**config.mk**
```make
export PLATFORM = sky130hd
export DESIGN_NAME = spi_flash_master
export DESIGN_NICKNAME = d
export VERILOG_FILES = /design/src/rtl/spi_flash_master.sv
export SDC_FILE = /design/constraint.sdc
export NUM_CORES = 1
export LEC_CHECK = 0
export CORE_ASPECT_RATIO = 0.7
export CORE_MARGIN = 2
export CORE_UTILIZATION = 40
export DETAILED_ROUTE_END_ITERATION = 12
export GPL_ROUTABILITY_DRIVEN = 0
export SYNTH_ARGS = -nofsm -noshare
export SYNTH_HDL_FRONTEND = slang
export SYNTH_SLANG_ARGS = --single-unit
```
**constraint.sdc**
```tcl
create_clock -name clk -period 10.6 [get_ports clk]
set_input_delay 2.12 -clock clk [delete_from_list [all_inputs] [get_ports clk]]
set_output_delay 2.12 -clock clk [all_outputs]
set_load 0.005 [all_outputs]
```
**src/rtl/spi_flash_master.sv**
```systemverilog
// SPI mode-0 master shifting one 32-bit word per start request, MSB first.
// Optional chaining of words inside one cs frame when SPI_MASTER_CONT_EN is defined.
module spi_flash_master (
  input  logic        clk,
  input  logic        rst,
  input  logic [31:0] din,
  input  logic [1:0]  freq,
  input  logic        en,
`ifdef SPI_MASTER_CONT_EN
  input  logic        cont,
`endif
  input  logic        miso,
  output logic [31:0] dout,
  output logic        transfer_succeded,
  output logic        busy,
  output logic        sck,
  output logic        cs,
  output logic        mosi
);

  localparam logic [2:0] S_IDLE  = 3'd0;
  localparam logic [2:0] S_SHIFT = 3'd1;
  localparam logic [2:0] S_TRAIL = 3'd2;
  localparam logic [2:0] S_GAP   = 3'd3;
`ifdef SPI_MASTER_CONT_EN
  localparam logic [2:0] S_HOLD  = 3'd4;
`endif

  logic [2:0]  state;
  logic [2:0]  div;
  logic [2:0]  half_m1;
  logic [4:0]  bit_cnt;
  logic        term;
  logic [31:0] tx;
  logic [31:0] rx;
  logic        start;
  logic        chain;

  function automatic logic [2:0] half_load(input logic [1:0] f);
    case (f)
      2'd0:    half_load = 3'd0;
      2'd1:    half_load = 3'd1;
      2'd2:    half_load = 3'd3;
      default: half_load = 3'd7;
    endcase
  endfunction

  assign start = en && !busy;
  assign term  = &bit_cnt;

`ifdef SPI_MASTER_CONT_EN
  logic cont_q;
  always_ff @(posedge clk) begin
    if (!rst)
      cont_q <= 1'b0;
    else if (start)
      cont_q <= cont;
  end
  assign chain = cont_q;
`else
  assign chain = 1'b0;
`endif

  always_ff @(posedge clk) begin
    if (!rst) begin
      state             <= S_IDLE;
      cs                <= 1'b1;
      sck               <= 1'b0;
      mosi              <= 1'b0;
      busy              <= 1'b0;
      transfer_succeded <= 1'b0;
      dout              <= 32'd0;
      div               <= 3'd0;
      bit_cnt           <= 5'd0;
    end else begin
      transfer_succeded <= 1'b0;
      case (state)
`ifdef SPI_MASTER_CONT_EN
        S_IDLE, S_HOLD: begin
`else
        S_IDLE: begin
`endif
          if (start) begin
            tx      <= din;
            mosi    <= din[31];
            half_m1 <= half_load(freq);
            div     <= half_load(freq);
            bit_cnt <= 5'd0;
            cs      <= 1'b0;
            busy    <= 1'b1;
            state   <= S_SHIFT;
          end
        end
        S_SHIFT: begin
          if (div != 3'd0) begin
            div <= div - 3'd1;
          end else begin
            div <= half_m1;
            sck <= ~sck;
            if (!sck) begin
              rx <= {rx[30:0], miso};
            end else begin
              tx   <= {tx[30:0], 1'b0};
              mosi <= tx[30];
              if (term) begin
                state <= S_TRAIL;
                // chained words skip the trailing half period
                if (chain)
                  div <= 3'd0;
              end else begin
                bit_cnt <= bit_cnt + 5'd1;
              end
            end
          end
        end
        S_TRAIL: begin
          if (div != 3'd0) begin
            div <= div - 3'd1;
          end else begin
            dout              <= rx;
            transfer_succeded <= 1'b1;
            div               <= half_m1;
`ifdef SPI_MASTER_CONT_EN
            if (chain) begin
              busy  <= 1'b0;
              state <= S_HOLD;
            end else begin
              cs    <= 1'b1;
              state <= S_GAP;
            end
`else
            cs    <= 1'b1;
            state <= S_GAP;
`endif
          end
        end
        S_GAP: begin
          if (div != 3'd0) begin
            div <= div - 3'd1;
          end else begin
            busy  <= 1'b0;
            state <= S_IDLE;
          end
        end
        default: state <= S_IDLE;
      endcase
    end
  end

endmodule

```
-- After elaboration in Yosys (flattened, before gate mapping)
Cells that the tools add are included.
- register bits: 114
- input port bits: 38
- output and inout port bits: 37
- logic and storage cells: 84
- add/subtract/negate cells: 2
- equality and inequality tests: 13
- mux-type cells: 32
- bitwise operators: 2
- reductions and logical operators: 23
- operator list (cell ; number):
    31-bit 2-to-1 mux ; 3
    31-bit one-hot mux with 2 select lines ; 1
    3-bit 2-to-1 mux ; 9
    5-bit 2-to-1 mux ; 4
    3-bit one-hot mux with 3 select lines ; 2
    2-bit != test, second input constant ; 8
    5-bit AND reduction ; 3
    3-bit one-hot mux with 4 select lines ; 1
    3-bit AND reduction ; 4
    5-bit one-hot mux with 2 select lines ; 1
    1-bit 2-to-1 mux ; 8
    4-bit AND reduction ; 2
    3-bit by 2-bit equality test with 1-bit output, second input constant ; 2
    1-bit one-hot mux with 2 select lines ; 3
    2-bit AND reduction ; 3
    6-bit AND reduction ; 1
    2-bit nonzero test ; 3
    3-bit nonzero test ; 2
    5-bit by 1-bit adder with 5-bit output, second input constant ; 1
    3-bit by 1-bit equality test with 1-bit output, second input constant ; 1
    3-bit zero test ; 1
    3-bit by 1-bit subtractor with 3-bit output, second input constant ; 1
    2-bit by 1-bit equality test with 1-bit output, second input constant ; 1
    2-bit equality test, second input constant ; 1
    5 further kinds ; 6

-- Longest topological paths before layout
- depth after elaboration: 5
- mapped depth: 8
- mapped depth without buffers: 7

-- Least setup slack after synthesis
No wires, ideal clock.
- path type: in2reg
- start point: input rst
- end point: register rx[0] (enable)
- setup time: 461 ps
- arrival: 4759 ps
- required time: 10139 ps
- slack: 5380 ps
- stages: 3
- path buffers: 1
- path through: clkinv_1 clkbuf_1 nor3_1
- word-level cells in the longest chain between the ends: 1
- RTL lines (what ; RTL line ; text):
    start, declared ; 5 ; input logic rst,
    4-bit AND reduction (no line) ; - ;
    end signal, assigned ; 101 ; rx <= {rx[30:0], miso};
    end, declared ; 35 ; logic [31:0] rx;
Every way passes these cells.
A chain may end at the register's enable or synchronous reset.

-- Worst setup path in the final report
- start point: register sck
- end point: output sck
- RTL lines (what ; RTL line ; text):
    start, declared ; 16 ; output logic sck,
    start signal, assigned ; 99 ; sck <= ~sck;
No word-level cell between the ends.

==> metrics.md <==
| Metric | Value |
|---|---|
| Outcome | `complete, no violations` |
| Commonest non-fill, non-tap cells in the layout | `nand2_1, clkdlybuf4s50_1, edfxtp_1` |
| WP buf/inv | `1` |
| Crit. End Element | `output port` |
| Worst-path cell chain | `clkdlybuf4s50_1` |
| CP delay by family, top | `buffers and inverters` |
| Slowest CP cell | `clkdlybuf4s50_1` |
| Max-cap violations | `0` |
| PortBufs | `74` |
| Combinational power share | `24.5%` |
| Post-route DRC | `0` |
| Number of synthesized flops with an enable pin | `66` |
| CP max FO | `7` |
| Fin crit period | `3.65 ns` |
| Maximum number of pins on one net before global-route repair | `44` |
| Core area | `0.0110 mm²` |
| Hpwl dp | `roughly 5.4 mm` |
| Antenna Nets Post-Route | `0` |
| ANT cells | `0` |
| Die W | `130 µm` |
| Hold-fix buffers, CTS | `0` |
| Worst Hold Launch | `rx[18]$_DFFE_PP_` |
| CTS root buf | `clkbuf_16` |
| Fin crit share | `around a third` |
| Bufs on Longest Clock Path | `2` |
| WS Path Type | `register to output port` |
| Synth area leaders | `edfxtp_1, dfxtp_1, mux2_2` |
| Worst EP arrival | `1.53 ns` |
| Die area | `0.0121 mm²` |
| Slew @ Worst Pin | `between 1 and 1.5 ns` |
| DRT Pass-1 Iters | `4` |
| Slew margin rel. | `21.9%` |
| Number of DRC markers in iteration 0 | `roughly 140` |
| Via Count | `2926` |
| Worst Path Required | `8.48 ns` |
| Pwr Total | `1.53 mW` |
| Clock network power share | `about a third` |
| Max Freq | `274 MHz` |
| Clock transition at path regs | `0.06 ns` |
| TNS Setup | `0 ns` |
| Hold-critical path depth | `0` |
| Max incr delay on CP | `0.58 ns` |
| Switching power | `~0.45 mW` |
| Synth cell types | `between 40 and 50` |
| Die height | `approximately 90 µm` |
| Vias in the first global route | `2994` |
| RR Endpoint | `tx[20]$_DFFE_PP_` |
| CTS tree | `done` |
| Ports | `75` |
| Global route overflow | `0` |
| Yosys top cell area share | `~44%` |
| Placed cells | `~580` |
| Wire length per cell | `13.8 µm` |
| Fin. Hold Viols | `0` |
| Clock Latency Late Sink | `0.41 ns` |
| Mapped Nets | `413` |
| Post-Syn Instances | `365` |
| Asr flop ratio synth | `0%` |
| RR Startpoint | `state[1]$_SDFFE_PN0P_` |
| Cell-internal power | `1.08 mW` |
| Sw Ratio | `29.6%` |
| Share of cells above drive strength 1 | `15.8%` |
| Row Count | `32` |
| Initial antenna violation count | `0` |
| Hold endpoint | `rx[19]$_DFFE_PP_` |
| Clk sinks | `113` |
| Post_cts resized | `0` |
| Post-Layout Cell Count | `just over 600` |
| Worst Setup Start Kind | `register` |
| Global-route wire length before repair | `14.4 mm` |
| Post-synthesis sequential area ratio | `65.4%` |
| RSZ-0062 raised after global routing | `no` |
| Clock skew | `between 0.01 and 0.015 ns` |
| GRT Overall Usage | `15.3%` |
| Setup Fix Bufs, Post-CTS | `0` |
| LEAKAGE | `2.07 nW` |
| Cell taking the most area after synthesis | `edfxtp_1` |
| Via/cell ratio | `4.81` |
| Internal reg-to-reg setup slack | `around 8 ns` |
| Starting density of the core | `40.8%` |
| Nets | `between 400 and 500` |
| Fill count | `a little under 1k` |
| Sequential share of power | `40.5%` |
| Final setup fails | `0` |
| CTS Buf Count | `17` |
| Final Max Tran Viols | `0` |
| WL final | `around 8.4 mm` |
| Pwr/cell area | `~260 mW/mm²` |
| R2R depth | `7` |
| Top_reg_cell synth | `edfxtp_1` |
| Peak supply drop | `0.136 mV` |
| Hold Path Class | `register to register` |
| Syn. warnings | `0` |
| Post-Syn Area | `approximately 0.0045 mm²` |
| # H-tree levels | `4` |
| Synthesized flop and latch total | `113` |
| Area delta synth->final | `32.5%` |
| Mean Syn Cell Area | `12.3 µm²` |
==> area by class of cell <==
type,count,area [µm²],share of cell area (%)
clock inverters,13,98.8,1.67
clock buffers,19,475,8.03
flip-flops and latches,113,2920,49.3
well taps,153,191,3.23
repair buffers,78,771,13.0
multi-input cells,223,1430,24.2
inverters,9,33.8,0.570
==> registers in the layout (all words and copies together) (netlist names) <==
register	count
rx	32
mosi	1
transfer_succeded	1
state	2
div	3
bit_cnt	5
tx	31
half_m1	3
sck	1
busy	1
dout	32
cs	1
==> logic make-up after synthesis <==
group	Yosys count	share of synthesized area, %
AO/OA/AOI/OAI	65	8.81
XOR/XNOR	1	0.196
adder cells (fa/ha/maj)	10	2.80
buffers and inverters	29	2.74
flip-flops	113	65.4
multiplexers	34	8.48
AND/OR/NAND/NOR	113	11.6
==> power groups by stage <==
| stage | clock (mW) | combinational [mW] | sequential (mW) |
|---|---|---|---|
| 2_1_floorplan | 0 | 0.263 | 0.620 |
| 3_3_place_gp | 0 | 0.375 | 0.626 |
| 3_5_place_dp | 0 | 0.381 | 0.630 |
| 4_1_cts | 0.548 | 0.383 | 0.622 |
| 5_1_grt | 0.566 | 0.425 | 0.632 |
| 6_report | 0.536 | 0.376 | 0.621 |
==> cell usage after synthesis, types with 2 or more instances <==
cell      number
mux2_2        31
a41o_1         4
and2_1         5
buf_2          5
mux2i_1        3
o21ai_0        8
a21oi_1       40
nand2_1       74
nor2_1         9
and3_1         4
edfxtp_1      66
dfxtp_1       47
nand3_1        2
ha_1          10
a211oi_1       3
o31ai_1        2
nand2b_1       4
or4_1          2
clkbuf_1      13
nand4_1        2
a31oi_1        2
nor2b_1        2
or3_1          2
inv_1          8
==> metal layers <==
metal / track usage (%) / part of all wire [%]
met1: 20.8 / 49
met2: 23.3 / 46
met3: 4.85 / 3.8
met4: 5.05 / 1.0
met5: 0 / 0
==> metrics by stage <==
| step | cell area (µm²) | hold WS (ns) | worst slack, ns | utilization [%] |
|---|---|---|---|---|
| floorplan | 4470 | 0.426 | 5.38 | - |
| global placement | 5350 | 0.431 | 6.70 | 48.8 |
| detailed placement | 5350 | 0.436 | 6.68 | 48.8 |
| CTS | 5920 | 0.450 | 6.96 | 54.0 |
| global route | 5920 | 0.462 | 6.92 | 54.0 |
| finish | 5920 | 0.449 | 6.95 | 54.0 |
==> worst max path at each step <==
stage | start | end | slack, ns | cells past startpoint
floorplan | rst | rx[0]$_DFFE_PP_ | 5.38 | 3
global placement | rst | rx[0]$_DFFE_PP_ | 6.70 | 4
detailed placement | rst | rx[13]$_DFFE_PP_ | 6.68 | 4
CTS | sck$_SDFFE_PN0P_ | sck | 6.96 | 1
global route | sck$_SDFFE_PN0P_ | sck | 6.92 | 1
finish | sck$_SDFFE_PN0P_ | sck | 6.95 | 1
Power figures use the tool's default switching activity.
